==> src/rtl/tile_sequencer_pkg.sv <==
// Shared definitions for the tile sequencer: phase encodings and small helpers.
package tile_sequencer_pkg;

  // 3-bit phase encoding, also decoded by the debug register block.
  typedef enum logic [2:0] {
    SEQ_IDLE   = 3'd0,
    SEQ_LOAD_W = 3'd1,
    SEQ_LOAD_I = 3'd2,
    SEQ_RUN    = 3'd3,
    SEQ_DRAIN  = 3'd4
  } seq_state_e;

  // Each tile starts with a weight load unless the job has no weight beats.
  function automatic seq_state_e first_load_state(input logic w_zero);
    return w_zero ? SEQ_LOAD_I : SEQ_LOAD_W;
  endfunction

endpackage

==> src/rtl/tile_sequencer_beat_counter.sv <==
// Beat counter with synchronous clear, increment and terminal-count compares.
module beat_counter #(
  parameter int CNT_W = 16
) (
  input  logic             clk,
  input  logic             rst_n,
  input  logic             clr_i,
  input  logic             inc_i,
  input  logic [CNT_W-1:0] cfg_i,
  output logic [CNT_W-1:0] cnt_o,
  output logic             last_o,
  output logic             full_o
);

  logic [CNT_W-1:0] cnt_q;
  logic [CNT_W-1:0] cnt_d;

  // Clear has priority so the terminal beat rewinds the counter.
  always_comb begin
    cnt_d = cnt_q;
    if (clr_i)      cnt_d = '0;
    else if (inc_i) cnt_d = cnt_q + CNT_W'(1);
  end

  // Count register.
  always_ff @(posedge clk or negedge rst_n) begin
    if (!rst_n) cnt_q <= '0;
    else        cnt_q <= cnt_d;
  end

  assign cnt_o  = cnt_q;
  // last: the next accepted beat is the final one; full: all beats seen.
  assign last_o = (cnt_q == (cfg_i - CNT_W'(1)));
  assign full_o = (cnt_q == cfg_i);

endmodule

==> src/rtl/tile_sequencer.sv <==
// Per-tile phase controller: weight load, input load, compute, drain.
module tile_sequencer
  import tile_sequencer_pkg::*;
#(
  parameter int CNT_W  = 16,
  parameter int TILE_W = 8
) (
  input  logic              clk,
  input  logic              rst_n,
  input  logic              i_start,
  input  logic [CNT_W-1:0]  i_cfg_w_beats,
  input  logic [CNT_W-1:0]  i_cfg_i_beats,
  input  logic [CNT_W-1:0]  i_cfg_o_beats,
  input  logic [TILE_W-1:0] i_cfg_num_tiles,
  input  logic              s_axis_tvalid,
  input  logic              s_axis_tlast,
  output logic              s_axis_tready,
  output logic              o_wbuf_valid,
  output logic              o_ibuf_valid,
  output logic              o_core_start,
  input  logic              i_core_done,
  input  logic              i_out_beat,
  output logic              o_out_tlast,
  output logic [TILE_W-1:0] o_tile_idx,
  output logic              o_busy,
  output logic              o_done,
  output logic              o_err
);

  seq_state_e        state_q;
  logic [TILE_W-1:0] tile_q;
  logic              start_q;
  logic              done_q;
  logic              err_q;

  logic [CNT_W-1:0]  wcfg_q;
  logic [CNT_W-1:0]  icfg_q;
  logic [CNT_W-1:0]  ocfg_q;
  logic [TILE_W-1:0] ntile_q;

  logic in_load_w, in_load_i, in_run, in_drain, out_phase;
  logic in_beat, w_beat, i_beat, cur_last, tlast_err;
  logic out_acc, out_over, out_stray;
  logic start_acc, drain_exit, last_tile;
  logic w_clr, i_clr, o_clr;
  logic w_last, w_full, i_last, i_full, o_last, o_full;
  logic [CNT_W-1:0] w_cnt, i_cnt, o_cnt;
  logic unused_cnt;

  assign in_load_w = (state_q == SEQ_LOAD_W);
  assign in_load_i = (state_q == SEQ_LOAD_I);
  assign in_run    = (state_q == SEQ_RUN);
  assign in_drain  = (state_q == SEQ_DRAIN);
  assign out_phase = in_run | in_drain;

  // Inbound routing is decided by phase and beat count, never by core state.
  assign s_axis_tready = in_load_w | in_load_i;
  assign o_wbuf_valid  = in_load_w & s_axis_tvalid;
  assign o_ibuf_valid  = in_load_i & s_axis_tvalid;

  assign in_beat   = s_axis_tvalid & s_axis_tready;
  assign w_beat    = in_beat & in_load_w;
  assign i_beat    = in_beat & in_load_i;
  assign cur_last  = in_load_w ? w_last : i_last;
  assign tlast_err = in_beat & (s_axis_tlast != cur_last);

  // Output beats overlap compute, so RUN and DRAIN both count; excess is an error.
  assign out_acc   = i_out_beat & out_phase & ~o_full;
  assign out_over  = i_out_beat & out_phase & o_full;
  assign out_stray = i_out_beat & ~out_phase;

  assign start_acc  = i_start & (state_q == SEQ_IDLE);
  assign drain_exit = in_drain & (o_full | (out_acc & o_last));
  assign last_tile  = (tile_q == (ntile_q - TILE_W'(1)));

  assign w_clr = start_acc | (w_beat & w_last);
  assign i_clr = start_acc | (i_beat & i_last);
  assign o_clr = start_acc | drain_exit;

  beat_counter #(.CNT_W(CNT_W)) u_wcnt (
    .clk(clk), .rst_n(rst_n), .clr_i(w_clr), .inc_i(w_beat), .cfg_i(wcfg_q),
    .cnt_o(w_cnt), .last_o(w_last), .full_o(w_full)
  );

  beat_counter #(.CNT_W(CNT_W)) u_icnt (
    .clk(clk), .rst_n(rst_n), .clr_i(i_clr), .inc_i(i_beat), .cfg_i(icfg_q),
    .cnt_o(i_cnt), .last_o(i_last), .full_o(i_full)
  );

  beat_counter #(.CNT_W(CNT_W)) u_ocnt (
    .clk(clk), .rst_n(rst_n), .clr_i(o_clr), .inc_i(out_acc), .cfg_i(ocfg_q),
    .cnt_o(o_cnt), .last_o(o_last), .full_o(o_full)
  );

  // Load counters never reach full and raw counts are debug-only here.
  assign unused_cnt = ^{w_full, i_full, w_cnt, i_cnt, o_cnt};

  // Job configuration snapshot; a running job ignores later input changes.
  always_ff @(posedge clk) begin
    if (start_acc) begin
      wcfg_q  <= i_cfg_w_beats;
      icfg_q  <= (i_cfg_i_beats == '0) ? CNT_W'(1) : i_cfg_i_beats;
      ocfg_q  <= i_cfg_o_beats;
      ntile_q <= i_cfg_num_tiles;
    end
  end

  // Phase FSM with registered start/done/error outputs.
  always_ff @(posedge clk or negedge rst_n) begin
    if (!rst_n) begin
      state_q <= SEQ_IDLE;
      tile_q  <= '0;
      start_q <= 1'b0;
      done_q  <= 1'b0;
      err_q   <= 1'b0;
    end else begin
      start_q <= 1'b0;
      done_q  <= 1'b0;
      if (tlast_err | out_over | out_stray) err_q <= 1'b1;
      case (state_q)
        SEQ_IDLE: begin
          if (i_start) begin
            err_q  <= 1'b0;
            tile_q <= '0;
            if (i_cfg_num_tiles == '0) done_q  <= 1'b1;
            else                       state_q <= first_load_state(i_cfg_w_beats == '0);
          end
        end
        SEQ_LOAD_W: begin
          if (w_beat & w_last) state_q <= SEQ_LOAD_I;
        end
        SEQ_LOAD_I: begin
          if (i_beat & i_last) begin
            state_q <= SEQ_RUN;
            start_q <= 1'b1;
          end
        end
        SEQ_RUN: begin
          // The core's done is not trusted during its own start cycle.
          if (i_core_done & ~start_q) state_q <= SEQ_DRAIN;
        end
        SEQ_DRAIN: begin
          if (drain_exit) begin
            if (last_tile) begin
              state_q <= SEQ_IDLE;
              done_q  <= 1'b1;
            end else begin
              tile_q  <= tile_q + TILE_W'(1);
              state_q <= first_load_state(wcfg_q == '0);
            end
          end
        end
        default: state_q <= SEQ_IDLE;
      endcase
    end
  end

  assign o_core_start = start_q;
  assign o_done       = done_q;
  assign o_err        = err_q;
  assign o_tile_idx   = tile_q;
  assign o_busy       = (state_q != SEQ_IDLE);
  assign o_out_tlast  = out_phase & o_last;

endmodule

==> config.mk <==
export PLATFORM = sky130hd
export DESIGN_NAME = tile_sequencer
export DESIGN_NICKNAME = d
export VERILOG_FILES = /design/src/rtl/tile_sequencer_pkg.sv /design/src/rtl/tile_sequencer_beat_counter.sv /design/src/rtl/tile_sequencer.sv
export SDC_FILE = /design/constraint.sdc
export NUM_CORES = 1
export LEC_CHECK = 0
export BUFFER_PORTS_ARGS = -buffer_cell sky130_fd_sc_hd__buf_2
export CORE_ASPECT_RATIO = 0.5
export CORE_MARGIN = 4
export CORE_UTILIZATION = 59
export DETAILED_ROUTE_END_ITERATION = 6
export GPL_TIMING_DRIVEN = 0
export PLACE_DENSITY = 0.8
export SETUP_SLACK_MARGIN = 0.2
export SLEW_MARGIN = 15
export SYNTH_ARGS = -nofsm -noshare
export SYNTH_HDL_FRONTEND = slang
export SYNTH_SLANG_ARGS = --single-unit
==> constraint.sdc <==
create_clock -name clk -period 4.15 [get_ports clk]
set_clock_uncertainty 0.1 [all_clocks]
set_input_delay 0.2075 -clock clk [delete_from_list [all_inputs] [get_ports clk]]
set_output_delay 0.2075 -clock clk [all_outputs]
set_load 0.005 [all_outputs]
Yosys cells after proc, flatten, opt, wreduce, memory -nomap -nowiden:

Index checks and enable logic that the tools add are counted.

* flip-flop bits (word level): 118
* input bits: 63

* add/sub/neg operators: 8
* equal/unequal tests: 17
* multiplexer cells: 31
* bitwise logic cells: 28
* reduce and logical (&&, ||, !) cells: 12

Operators by type and width (number)
* 2-to-1 mux 16 bit: 6
* equality test 16 bit: 4
* adder 16 x 1 -> 16 bit, second input constant: 3
* logical NOT 16 bit: 3
* subtractor 16 x 1 -> 16 bit, second input constant: 3
* 2-to-1 mux 8 bit: 3
* 2-to-1 mux 3 bit: 6
* bitwise AND 1 bit: 17
* one-hot mux 8 bit (2 select lines): 1
* one-hot mux 3 bit (5 select lines): 1
* 2-to-1 mux 1 bit: 10
* adder 8 x 1 -> 8 bit, second input constant: 1
* equality test 8 bit: 1
* logical NOT 8 bit: 1
* != test 2 x 1 -> 1 bit, second input constant: 4
* OR 1 bit: 8
* nonzero test 2 bit: 4
* subtractor 8 x 1 -> 8 bit, second input constant: 1
* equality test 3 x 2 -> 1 bit, second input constant: 2
* 2-to-1 mux 2 bit: 3
* != test 2 bit, second input constant: 3
* AND reduction 6 bit: 1
* AND reduction 4 bit: 1
* equality test 3 x 1 -> 1 bit, second input constant: 1
* other kinds (6): 8

Depth between registers and ports, before layout:

Gate-level depths: netlist of run 1.

* depth in word-level cells: 10
* gate-level depth with buffers: 12

Cells and area by module:

Synthesis of run 1 repeated with hierarchy kept, for this count alone.

* cells, all modules: 775
* area, all modules: 7528.5 µm²

Modules (own cells, without submodules)
* beat_counter: times used 3, cells an instance 180, area each 1491.4 µm², sequential area each 400.4 µm²
* tile_sequencer: times used 1, cells an instance 235, area each 3054.2 µm², sequential area each 2031.9 µm²

Worst setup path before layout of run 1:

Ideal clock, no wire load.

* kind: flip-flop to flip-flop
* start point: register state_q[1]
* end point: register icfg_q[0] (enable)
* arrival time: 2.922 ns
* data required time: 3.608 ns
* slack: 0.686 ns
* stages on the path, launching flop included: 6
* cell sequence: dfrtp_1 > clkbuf_1 > nor3_1 > nand2_1 > inv_1 > clkbuf_1

* word-level cells in the longest chain between the ends: 2

Ends and longest elaborated chain
* start, declared: line tile_sequencer.sv:30 `seq_state_e state_q;`
* start signal, assigned: line tile_sequencer.sv:126 `else state_q <= first_load_state(i_cfg_w_beats == '0);`
* start signal, assigned: line tile_sequencer.sv:149 `state_q <= first_load_state(wcfg_q == '0);`
* logical NOT 3 bit: line tile_sequencer.sv:72 `assign start_acc = i_start & (state_q == SEQ_IDLE);`
* bitwise AND 1 bit: line tile_sequencer.sv:72
* net start_acc: line tile_sequencer.sv:44 `logic start_acc, drain_exit, last_tile;`
* end signal, assigned: line tile_sequencer.sv:102 `icfg_q <= (i_cfg_i_beats == '0) ? CNT_W'(1) : i_cfg_i_beats;`
* end, declared: line tile_sequencer.sv:37 `logic [CNT_W-1:0] icfg_q;`

The timed path passes the listed nets, and every way through them passes these cells.
A chain may end at the register's enable or synchronous reset.

Worst setup path after layout of run 1:

* start point: register ocfg_q[1]
* end point: register state_q[1]

* word-level cells in the longest chain between the ends: 8
* elaborated cells on any way between the ends: 10
* those cells by class: 1 x add/sub; 3 x eq/ne; 5 x bitwise; 1 x reduce/logical

Ends and longest elaborated chain
* start, declared: line tile_sequencer.sv:38 `logic [CNT_W-1:0] ocfg_q;`
* start signal, assigned: line tile_sequencer.sv:103 `ocfg_q <= i_cfg_o_beats;`
* branches (longest 4 deep; another with subtractor 16 x 1 -> 16 bit)
* OR 1 bit *: line tile_sequencer.sv:73 `assign drain_exit = in_drain & (o_full | (out_acc & o_last));`
* bitwise AND 1 bit *: line tile_sequencer.sv:73
* != test 2 x 1 -> 1 bit (no source line) *
* AND reduction 6 bit (no source line) *

Mark *: on every way between the ends.

==> impl_metrics.toml, run 1 <==
[clocking]
cts-root-buf = "clkbuf_16"
cts_tree = "yes"
worstSkewPairLatency_ns = 0.41
cts.sinks = 118
clk_path_buf_depth = 2
htree_levels = 4
cts.clk_slew.worst_paths_ns = 0.06
cts_made_buffers = 17

[pwr]
p_comb_share_pct = 24.5
p_leak_nw = 3.586
max-vdd-ir-drop_v = 0.0002613
switching_share_pct = 30.81
p_int_w = 0.002801
p_clk_share_pct = 37.1
p_switching_w = 0.001247
power_frac_seq_pct = 38.4
power_density_nw_per_um2 = 451.9

[timing]
max_slew_margin_pct = 34.26
tightest_slew_ns = 0.9613
rsz0062_at_grt = "true"
finalSetupTns_ns = 0
finalCritPeriodShare_pct = 91.07
hold_viol = 0
setup_violations = 0
fmax_mhz = 264.6
period_minus_slack_ns = 3.779
drv_slew = 0

[worst_hold_path]
min_path_type = "primary input to flop"
hold_depth = 3

[grt]
first_global_vias = 6111
antenna_found_initial = 0
grtUsageTotal_pct = 26.61
overflow = 0
grt_max_degree = 49
grt_pass1_wl_um = 29650

[critical_path]
cpMaxStageDelayCell = "or4b_1"
slowest_delay_ns = 0.50
setup.worst_path.class = "flop to flop"
crit_arrival_ns = 3.97
ff2ff_path_depth = 12
critical_path_peak_fanout = 8
crit_top_cell = "or4b_1"
cp-start-kind = "flop"
worstPathRequired_ns = 4.34
cp-end-kind = "flop"
crit_chain = "inv_1, ha_2, or4b_1, buf_2, or4b_1, nand2_1, a31oi_1, nor4b_2, a31oi_4, and2_4, a211o_1, o32a_1"

[job]
maxCapViolCount = 0

[floorplanning]
initial_core_util_pct = 62.30
dieArea_um2 = 13910
die_h_um = 85.42
coreArea_um2 = 11350
pin_count = 79
rows = 27
die_x_um = 162.8

[routing]
drtIter0Drc = 552
postRouteWirelength_um = 17900
first_pass_iters = 5
final_antenna_net_count = 0
drc = 0
wl_per_cell_um = 16.81
num_vias = 6183
viasPerCell = 5.806

[final_layout]
final_util_pct = 78.92
diodes = 0
drive_above_1_share_pct = 15.78
synthToLayoutAreaGrowth_pct = 26.68
stdcell_area_um2 = 8959
fin_nets = 965

[place]
placed_area_um2 = 7715
gp_congestion = 0.9367
dp_hpwl_um = 11720
port_buffers = 78

[yosys]
yosys_warnings = 0
ys_seq_area_share_pct = 45.72
ys_ff_latch = 118
synth_top_family_by_area = "simple AND/OR/NAND/NOR gates"
synth-simple-area-share_pct = 24.17
synth_edf_count = 56
synth_cells = 734
synthesis.area_um2 = 7072
synth.area.mux_share_pct = 1.309
ys_async_sr_fraction_pct = 52.54
avgSynthCellArea_um2 = 9.635
yosysTopAreaCell = "edfxtp_1"
synth.area.top_cells = "edfxtp_1, dfrtp_1, xnor2_1"
synthAdderAreaFrac_pct = 1.592
synth_compound_area_share_pct = 9.200
syn-num-nets = 806
synth_xor_area_share_pct = 14.24
synth_top_cell_area_share_pct = 23.78
ys_types = 73
synthFlopType = "dfrtp_1"

[outcome]
status = "complete, no violations"
==> stage by stage <==
| step | setup WS (ns) | instances | hold slack [ns] | total power (W) |
|---|---|---|---|---|
| floorplan | 0.6861 | 734 | -0.1881 | 0.002207 |
| global placement | -0.3462 | 971 | 0.2839 | 0.002443 |
| detailed placement | 0.2808 | 973 | -0.01052 | 0.002480 |
| CTS | 0.3191 | 1063 | 0.006812 | 0.004024 |
| global route | 0.1774 | 1065 | 0.05631 | 0.004234 |
| finish | 0.3706 | 1065 | 0.007701 | 0.004049 |
==> power groups by stage <==
stage	Combinational, W	Clock [W]	Sequential, W
floorplan	0.000668	0	0.00154
global placement	0.000867	0	0.00158
detailed placement	0.000912	0	0.00157
CTS	0.000967	0.00151	0.00155
global route	0.00109	0.00157	0.00158
finish	0.000991	0.00150	0.00156
==> layer usage <==
| metal | up-vias | GRT usage, % | wire (µm) |
|---|---|---|---|
| li1 | 2964 | - | - |
| met1 | 2969 | 33.44 | 7697 |
| met2 | 208 | 47.03 | 8873 |
| met3 | 42 | 5.240 | 950 |
| met4 | 0 | 7.915 | 376 |
| met5 | - | 0 | 0 |
==> area by class of cell <==
cell class / count / area (µm²)
clock buffers: 26 / 553.0
repair buffers: 140 / 1036
fillers: 734 / 2392
inverters: 28 / 105.1
flip-flops and latches: 118 / 3233
well taps: 159 / 198.9
multi-input cells: 550 / 3608
plain buffers: 38 / 166.4
clock inverters: 6 / 57.56
==> cells in the final DEF, fill, tap and decap left out, types with 4 or more instances in the layout <==
master / count
ha_1: 8
clkbuf_1: 33
and2_1: 6
clkinv_2: 4
or2_2: 4
nor4_1: 19
nand2_1: 52
xnor2_1: 63
nor4b_1: 4
nor3b_1: 7
and4_1: 4
a21o_1: 4
inv_1: 28
nand4_1: 24
edfxtp_1: 56
dlygate4sd3_1: 58
nand3_1: 35
and3_1: 8
a211oi_1: 4
clkbuf_16: 20
o21ai_0: 18
nor2_1: 92
a31oi_1: 5
nand3b_1: 9
a211o_1: 5
a21oi_1: 16
dfrtp_1: 62
xor2_1: 52
nor3_1: 20
nand4b_1: 7
nand2b_1: 9
buf_2: 80
or4_1: 5
mux2i_1: 7
==> synthesized netlist by cell type (3+ instances only) <==
library cell	instances
buf_2	3
o22ai_1	3
clkbuf_1	32
ha_1	9
o21ai_0	18
and4_1	4
and3_1	8
dfrtp_1	62
a31oi_1	5
a211oi_1	4
edfxtp_1	56
o21bai_1	3
nor3b_1	8
and2_1	6
nor3_1	20
a21o_1	4
mux2i_1	7
nand3_1	35
or3_1	3
a31o_2	3
nor4_1	21
nand2b_1	9
or4_1	5
nand2_1	52
nor2_1	92
xnor2_1	63
nor2b_1	3
a21oi_1	17
xor2_1	52
nand4b_1	7
or2_2	4
nor4b_1	4
a211o_1	5
nand3b_1	9
inv_1	28
nand4_1	24
==> path summary, 6_finish.rpt <==
check / start / endpoint / slack [ns]
max: ocfg_q[1] / state_q[1] / 0.37
min: s_axis_tlast / o_err / 0.008
min reg2reg: o_err / o_err / 0.43
max reg2reg: ocfg_q[1] / state_q[1] / 0.37
max in group asynchronous: rst_n / u_ocnt.cnt_o[6] / 3.31
min in group asynchronous: rst_n / u_icnt.cnt_o[13] / 0.12
==> sequential cells by signal, indices dropped and copies added (netlist names) <==
name	cells
state_q	3
wcfg_q	16
o_err	1
u_ocnt.cnt_o	16
o_core_start	1
ocfg_q	16
u_wcnt.cnt_o	16
u_icnt.cnt_o	16
ntile_q	8
o_tile_idx	8
o_done	1
icfg_q	16
==> what timing repair did <==
action | 4_1_cts | 5_1_grt
setup endpoints to repair | 10 | 37
hold endpoints to repair | 119 | 0
hold buffers | 58 | 0
gates resized for setup | 1 | 8
setup buffers | 0 | 2
pin swaps | 0 | 2
==> worst max-delay path, delay by kind of cell (launching register included) <==
kind / cells / cell delay, ns
buf+inv: 2 / 0.27
simple gates: 5 / 1.65
fa+ha+maj: 1 / 0.24
flops: 1 / 0.43
compound gates: 4 / 0.98
==> kinds of logic after synthesis <==
group / after synthesis
and+or+nand+nor: 325
DFF: 118
xor gates and xnor gates: 115
AOI/OAI and AO/OA: 92
buffers and inverters: 66
muxes: 9
adders and majority gates: 9
Power figures use the tool's default switching activity.
==> run 2, diff against run 1 <==
REMOVE_ABC_BUFFERS = 1   (was not set)
==> impl_metrics.toml, run 2 (synthesized netlist as in run 1, its figures left out) <==
[floorplanning]
pin_count = 79
die_x_um = 162.8
dieArea_um2 = 13910
coreArea_um2 = 11350
die_h_um = 85.42
rows = 27
initial_core_util_pct = 62.30

[critical_path]
cp-start-kind = "flop"
crit_arrival_ns = 3.97
worstPathRequired_ns = 4.34
critical_path_peak_fanout = 8
r2r-start = "ocfg_q[1]"
cp-end-kind = "flop"
ff2ff_path_depth = 11
reg2reg_to = "state_q[1]"
r2r_slack_ns = 0.36
setup.worst_path.class = "flop to flop"

[place]
preCtsSetupSlack_ns = 0.1356
gp_congestion = 0.9145
dp_hpwl_um = 11420
placed_cells = 935
port_buffers = 78

[grt]
first_global_vias = 5946
grt_pass1_wl_um = 28920
grtUsageTotal_pct = 25.61
overflow = 0
grt_max_degree = 67
antenna_found_initial = 0

[routing]
viasPerCell = 5.963
wl_per_cell_um = 17.05
num_vias = 6124
first_pass_iters = 5
postRouteWirelength_um = 17510
final_antenna_net_count = 0
drc = 0
drtIter0Drc = 689

[worst_hold_path]
hold_depth = 3
min_path_type = "primary input to flop"
hold_path_end = "o_err"
min_from = "s_axis_tlast"

[final_layout]
final_cells = 1027
synthToLayoutAreaGrowth_pct = 24.88
drive_above_1_share_pct = 15.90
fillers = 727
final_common_cell = "nor2_1"
diodes = 0
fin_nets = 927
final_cell_mix = "nor2_1, buf_2, xnor2_1, dfrtp_1, dlygate4sd3_1"

[clocking]
worstSkewPairLatency_ns = 0.41
htree_levels = 4
cts.sinks = 118
clk_path_buf_depth = 2
cts-root-buf = "clkbuf_16"
cts_tree = "yes"
cts_made_buffers = 17
cts.clk_slew.worst_paths_ns = 0.05

[timing]
finalCritPeriodShare_pct = 91.24
max_slew_margin_pct = 31.55
fmax_mhz = 264.1
rsz0062_at_grt = "false"
setup_violations = 0
drv_slew = 0
period_minus_slack_ns = 3.786
fin_ws_ns = 0.3636
hold_viol = 0
tightest_slew_ns = 1.001
hold_slack_ns = 0.02482

[outcome]
status = "complete, no violations"

[pwr]
power_w = 0.004099
p_leak_nw = 3.527
power_density_nw_per_um2 = 464.2
max-vdd-ir-drop_v = 0.0002996

[job]
maxCapViolCount = 0
run 2: area by class of cell:
class | instances | area (µm²) | share of cell area, %
timing repair buffer | 140 | 1044 | 11.82
inverter | 28 | 107.6 | 1.218
clock inverter | 9 | 147.6 | 1.672
tap | 159 | 198.9 | 2.253
multi-input combinational | 550 | 3622 | 41.02
clock buffer | 23 | 478.0 | 5.412
sequential | 118 | 3233 | 36.61
run 2: timing repair:
action                                 CTS  global route
hold buffers                            58             0
pin swaps                                0             1
endpoints found under the hold margin  119             0
setup endpoints to repair               16            45
resized for setup                        1             8
buffers inserted                         0             2
run 2: per-stage QoR:
stage          TNS [ns]  instance area (µm²)  utilization [%]
2_1_floorplan         0                 6910                -
3_3_place_gp     -15.72                 7500            66.07
3_5_place_dp          0                 7560            66.60
4_1_cts               0                 8770            77.26
5_1_grt               0                 8831            77.80
6_report              0                 8831            77.80
run 2: metal layers:
metal / global-route usage (%) / part of all wire [%] / routed length (µm) / up-vias
li1: - / - / - / 2882
met3: 5.628 / 5.8 / 1022 / 39
met2: 41.09 / 48 / 8321 / 240
met4: 7.839 / 1.6 / 283 / 0
met1: 35.10 / 45 / 7879 / 2963
met5: 0 / 0 / 0 / -
run 2: report_power, final:
part,leakage [nW],total [W],internal (W),switching (W)
sequential,1.35,0.00162,0.00140,0.000221
clock,0.307,0.00157,0.00105,0.000519
combinational,1.87,0.000910,0.000409,0.000501
total,3.53,0.00410,0.00286,0.00124
run 2: worst max-delay path by stage:
| stage | startpoint | end | depth (start not counted) |
|---|---|---|---|
| finish | ocfg_q[1] | state_q[1] | 11 |
| global route | ocfg_q[1] | state_q[1] | 11 |
| CTS | ocfg_q[1] | o_tile_idx[6] | 11 |
| detailed placement | ocfg_q[0] | u_ocnt.cnt_o[0] | 10 |
| global placement | state_q[1] | u_icnt.cnt_o[15] | 10 |
| floorplan | state_q[1] | u_icnt.cnt_o[15] | 10 |
run 2: critical path, cell delays in order, from the launching register on:
cell	delay [ns]
edfxtp_1	0.45
inv_1	0.10
ha_2	0.24
or4b_4	0.54
or4b_1	0.52
nand2_1	0.08
a31oi_1	0.15
nor4b_2	0.41
a31oi_4	0.20
and2_4	0.24
a211o_1	0.29
o32a_1	0.35
==> run 3, diff against run 2 <==
--- a/config.mk
+++ b/config.mk
@@ -7,2 +7,3 @@
 export LEC_CHECK = 0
+export ABC_AREA = 1
 export BUFFER_PORTS_ARGS = -buffer_cell sky130_fd_sc_hd__buf_2
@@ -10,6 +11,7 @@
 export CORE_MARGIN = 4
-export CORE_UTILIZATION = 59
+export CORE_UTILIZATION = 60
+export CTS_CLUSTER_DIAMETER = 80
 export DETAILED_ROUTE_END_ITERATION = 6
 export GPL_TIMING_DRIVEN = 0
-export PLACE_DENSITY = 0.8
+export PLACE_DENSITY = 0.81
 export REMOVE_ABC_BUFFERS = 1
--- a/constraint.sdc
+++ b/constraint.sdc
@@ -4,2 +4,2 @@
 set_output_delay 0.2075 -clock clk [all_outputs]
-set_load 0.005 [all_outputs]
+set_load 0.02 [all_outputs]
==> impl_metrics.toml, run 3 <==
[outcome]
status = "complete, no violations"

[final_layout]
fin_nets = 1160
multiInputGateArea_um2 = 3877
fillers = 829
final_cell_mix = "nand2_1, nor2_1, inv_1, buf_2, dfrtp_1"
synthToLayoutAreaGrowth_pct = 22.90
diodes = 0
drive_above_1_share_pct = 17.62
final_common_cell = "nand2_1"
seq_area_um2 = 3233

[yosys]
synth_cells = 952
synth.area.top_cells = "edfxtp_1, dfrtp_1, nand2_1"
synthTopCellsByCount = "nand2_1, nor2_1, inv_1"
yosys_warnings = 0
ys_types = 44
ys_ff_latch = 118
ys_seq_area_share_pct = 42.32
yosysTopAreaCell = "edfxtp_1"
synth_top_cell_area_share_pct = 22.01
synth.most_common_cell = "nand2_1"
synthFlopType = "dfrtp_1"
synth_edf_count = 56
synthesis.area_um2 = 7640
ys_async_sr_fraction_pct = 52.54
avgSynthCellArea_um2 = 8.025

[routing]
drc = 0
final_antenna_net_count = 0
wl_per_cell_um = 15.40
num_vias = 6957
viasPerCell = 5.495
drtIter0Drc = 585
first_pass_iters = 7
postRouteWirelength_um = 19490

[timing]
hold_viol = 0
fmax_mhz = 331.7
rsz0062_at_grt = "false"
hold_slack_ns = 0.04108
period_minus_slack_ns = 3.014
setup_violations = 0
tightest_slew_ns = 0.6474
finalCritPeriodShare_pct = 72.64
finalSetupTns_ns = 0
drv_slew = 0
max_slew_margin_pct = 56.78

[clocking]
cts-root-buf = "clkbuf_16"
worstSkewPairLatency_ns = 0.41
ctsResizeCount = 0
clk_path_buf_depth = 2
cts.sinks = 118
cts.clk_slew.worst_paths_ns = 0.06
cts_made_buffers = 17
htree_levels = 4
cts_tree = "yes"

[grt]
antenna_found_initial = 0
grt_max_degree = 60
grt_pass1_wl_um = 32540
grtUsageTotal_pct = 27.30
overflow = 0
first_global_vias = 7001

[floorplanning]
initial_core_util_pct = 63.03
coreArea_um2 = 12120
dieArea_um2 = 14710
die_x_um = 167.6
rows = 28
pin_count = 79
die_h_um = 87.79

[critical_path]
crit_chain = "inv_1, ha_1, nand2_1, nor2_2, nand2_1, clkinv_1, nand3_1, nand2_1, nand2_1, nor2_1, nand4_1, nand3_1, nand2_1, nor2_2, nand2_1, nand2_1"
ff2ff_path_depth = 16
cpMaxStageDelayCell = "nand3_1"
critical_path_peak_fanout = 11
setup.worst_path.class = "flop to flop"
r2r-start = "ocfg_q[0]"
cp-end-kind = "flop"
worstPathRequired_ns = 4.38
crit_arrival_ns = 3.24
r2r_slack_ns = 1.14
slowest_delay_ns = 0.44
cp-start-kind = "flop"
crit_top_cell = "nand2_1"
reg2reg_to = "state_q[2]"

[pwr]
max-vdd-ir-drop_v = 0.0003001
p_leak_nw = 4.261
power_density_nw_per_um2 = 481.9

[job]
maxCapViolCount = 0

[place]
port_buffers = 78
gp_congestion = 0.9168
dp_hpwl_um = 13020

[worst_hold_path]
min_path_type = "primary input to asynchronous set/reset pin"
run 3: cell count changes in the layout (fill, tap and decap cells not counted), moves of 10 or more:
cell,previous run,this run
inv_1,27,100
xnor2_1,63,36
nand2_2,0,10
nor2_2,1,27
nand2_1,52,226
inv_2,0,12
nand3_1,35,58
nor2_1,92,111
run 3: what timing repair did:
item,CTS,global route
hold buffers,57,0
buffers inserted,0,0
hold endpoints to repair,118,0
run 3: final cells by class:
type,count,share of cell area (%)
Timing Repair Buffer,137,10.77
Clock buffer,20,4.864
Tap cell,165,2.199
Multi-Input combinational cell,700,41.30
Inverter,114,4.558
Sequential cell,118,34.43
Clock inverter,12,1.879
run 3: cells by family after synthesis:
family	count (synthesis)	share of synthesized area [%]
flip-flops	118	42.32
XOR/XNOR	89	10.20
AND/OR/NAND/NOR	545	34.74
buffers and inverters	134	6.928
adder cells (fa/ha/maj)	9	1.474
AO/OA/AOI/OAI	57	4.340
run 3: stage by stage:
stage / utilization (%) / setup WS, ns / instance area [µm²] / std cells / total power, W
2_1_floorplan: - / 1.682 / 7538 / 932 / 0.002515
3_5_place_dp: 67.53 / 1.203 / 8185 / 1177 / 0.002864
3_3_place_gp: 67.11 / 1.065 / 8135 / 1175 / 0.002803
5_1_grt: 77.46 / 0.8905 / 9389 / 1266 / 0.004759
4_1_cts: 77.46 / 1.165 / 9389 / 1266 / 0.004507
6_report: 77.46 / 1.136 / 9389 / 1266 / 0.004525
run 3: worst max-delay path, delay by kind of cell (launching register included):
| kind | cells | cell delay [ns] |
|---|---|---|
| flip-flops | 1 | 0.42 |
| adder cells (fa/ha/maj) | 1 | 0.29 |
| AND/OR/NAND/NOR | 13 | 1.88 |
| buffers and inverters | 2 | 0.23 |
run 3: power breakdown:
part	internal [W]	leakage (nW)	switching, W	total [W]
clock	0.00104	0.306	0.000560	0.00160
combinational	0.000454	2.58	0.000853	0.00131
sequential	0.00144	1.37	0.000181	0.00162
total	0.00293	4.26	0.00159	0.00452
run 3: metal layers:
layer  routed length, µm  global-route usage (%)  vias up  part of all wire, %
li1                    -                       -     3358                    -
met1                7867                   32.39     3242                   40
met2                9817                   50.53      291                   50
met3                1265                   5.140       66                  6.5
met4                 541                   10.16        0                  2.8
met5                   0                       0        -                    0
run 3: worst max path at each step:
stage          slack, ns  cells past startpoint       start         end
5_1_grt             0.89                     16   ocfg_q[0]  state_q[2]
3_3_place_gp        1.06                      5  state_q[0]  icfg_q[15]
2_1_floorplan       1.68                      5  state_q[0]   icfg_q[0]
4_1_cts             1.16                     16   ocfg_q[0]  state_q[2]
6_report            1.14                     16   ocfg_q[0]  state_q[2]
3_5_place_dp        1.20                     15   ocfg_q[0]  state_q[0]
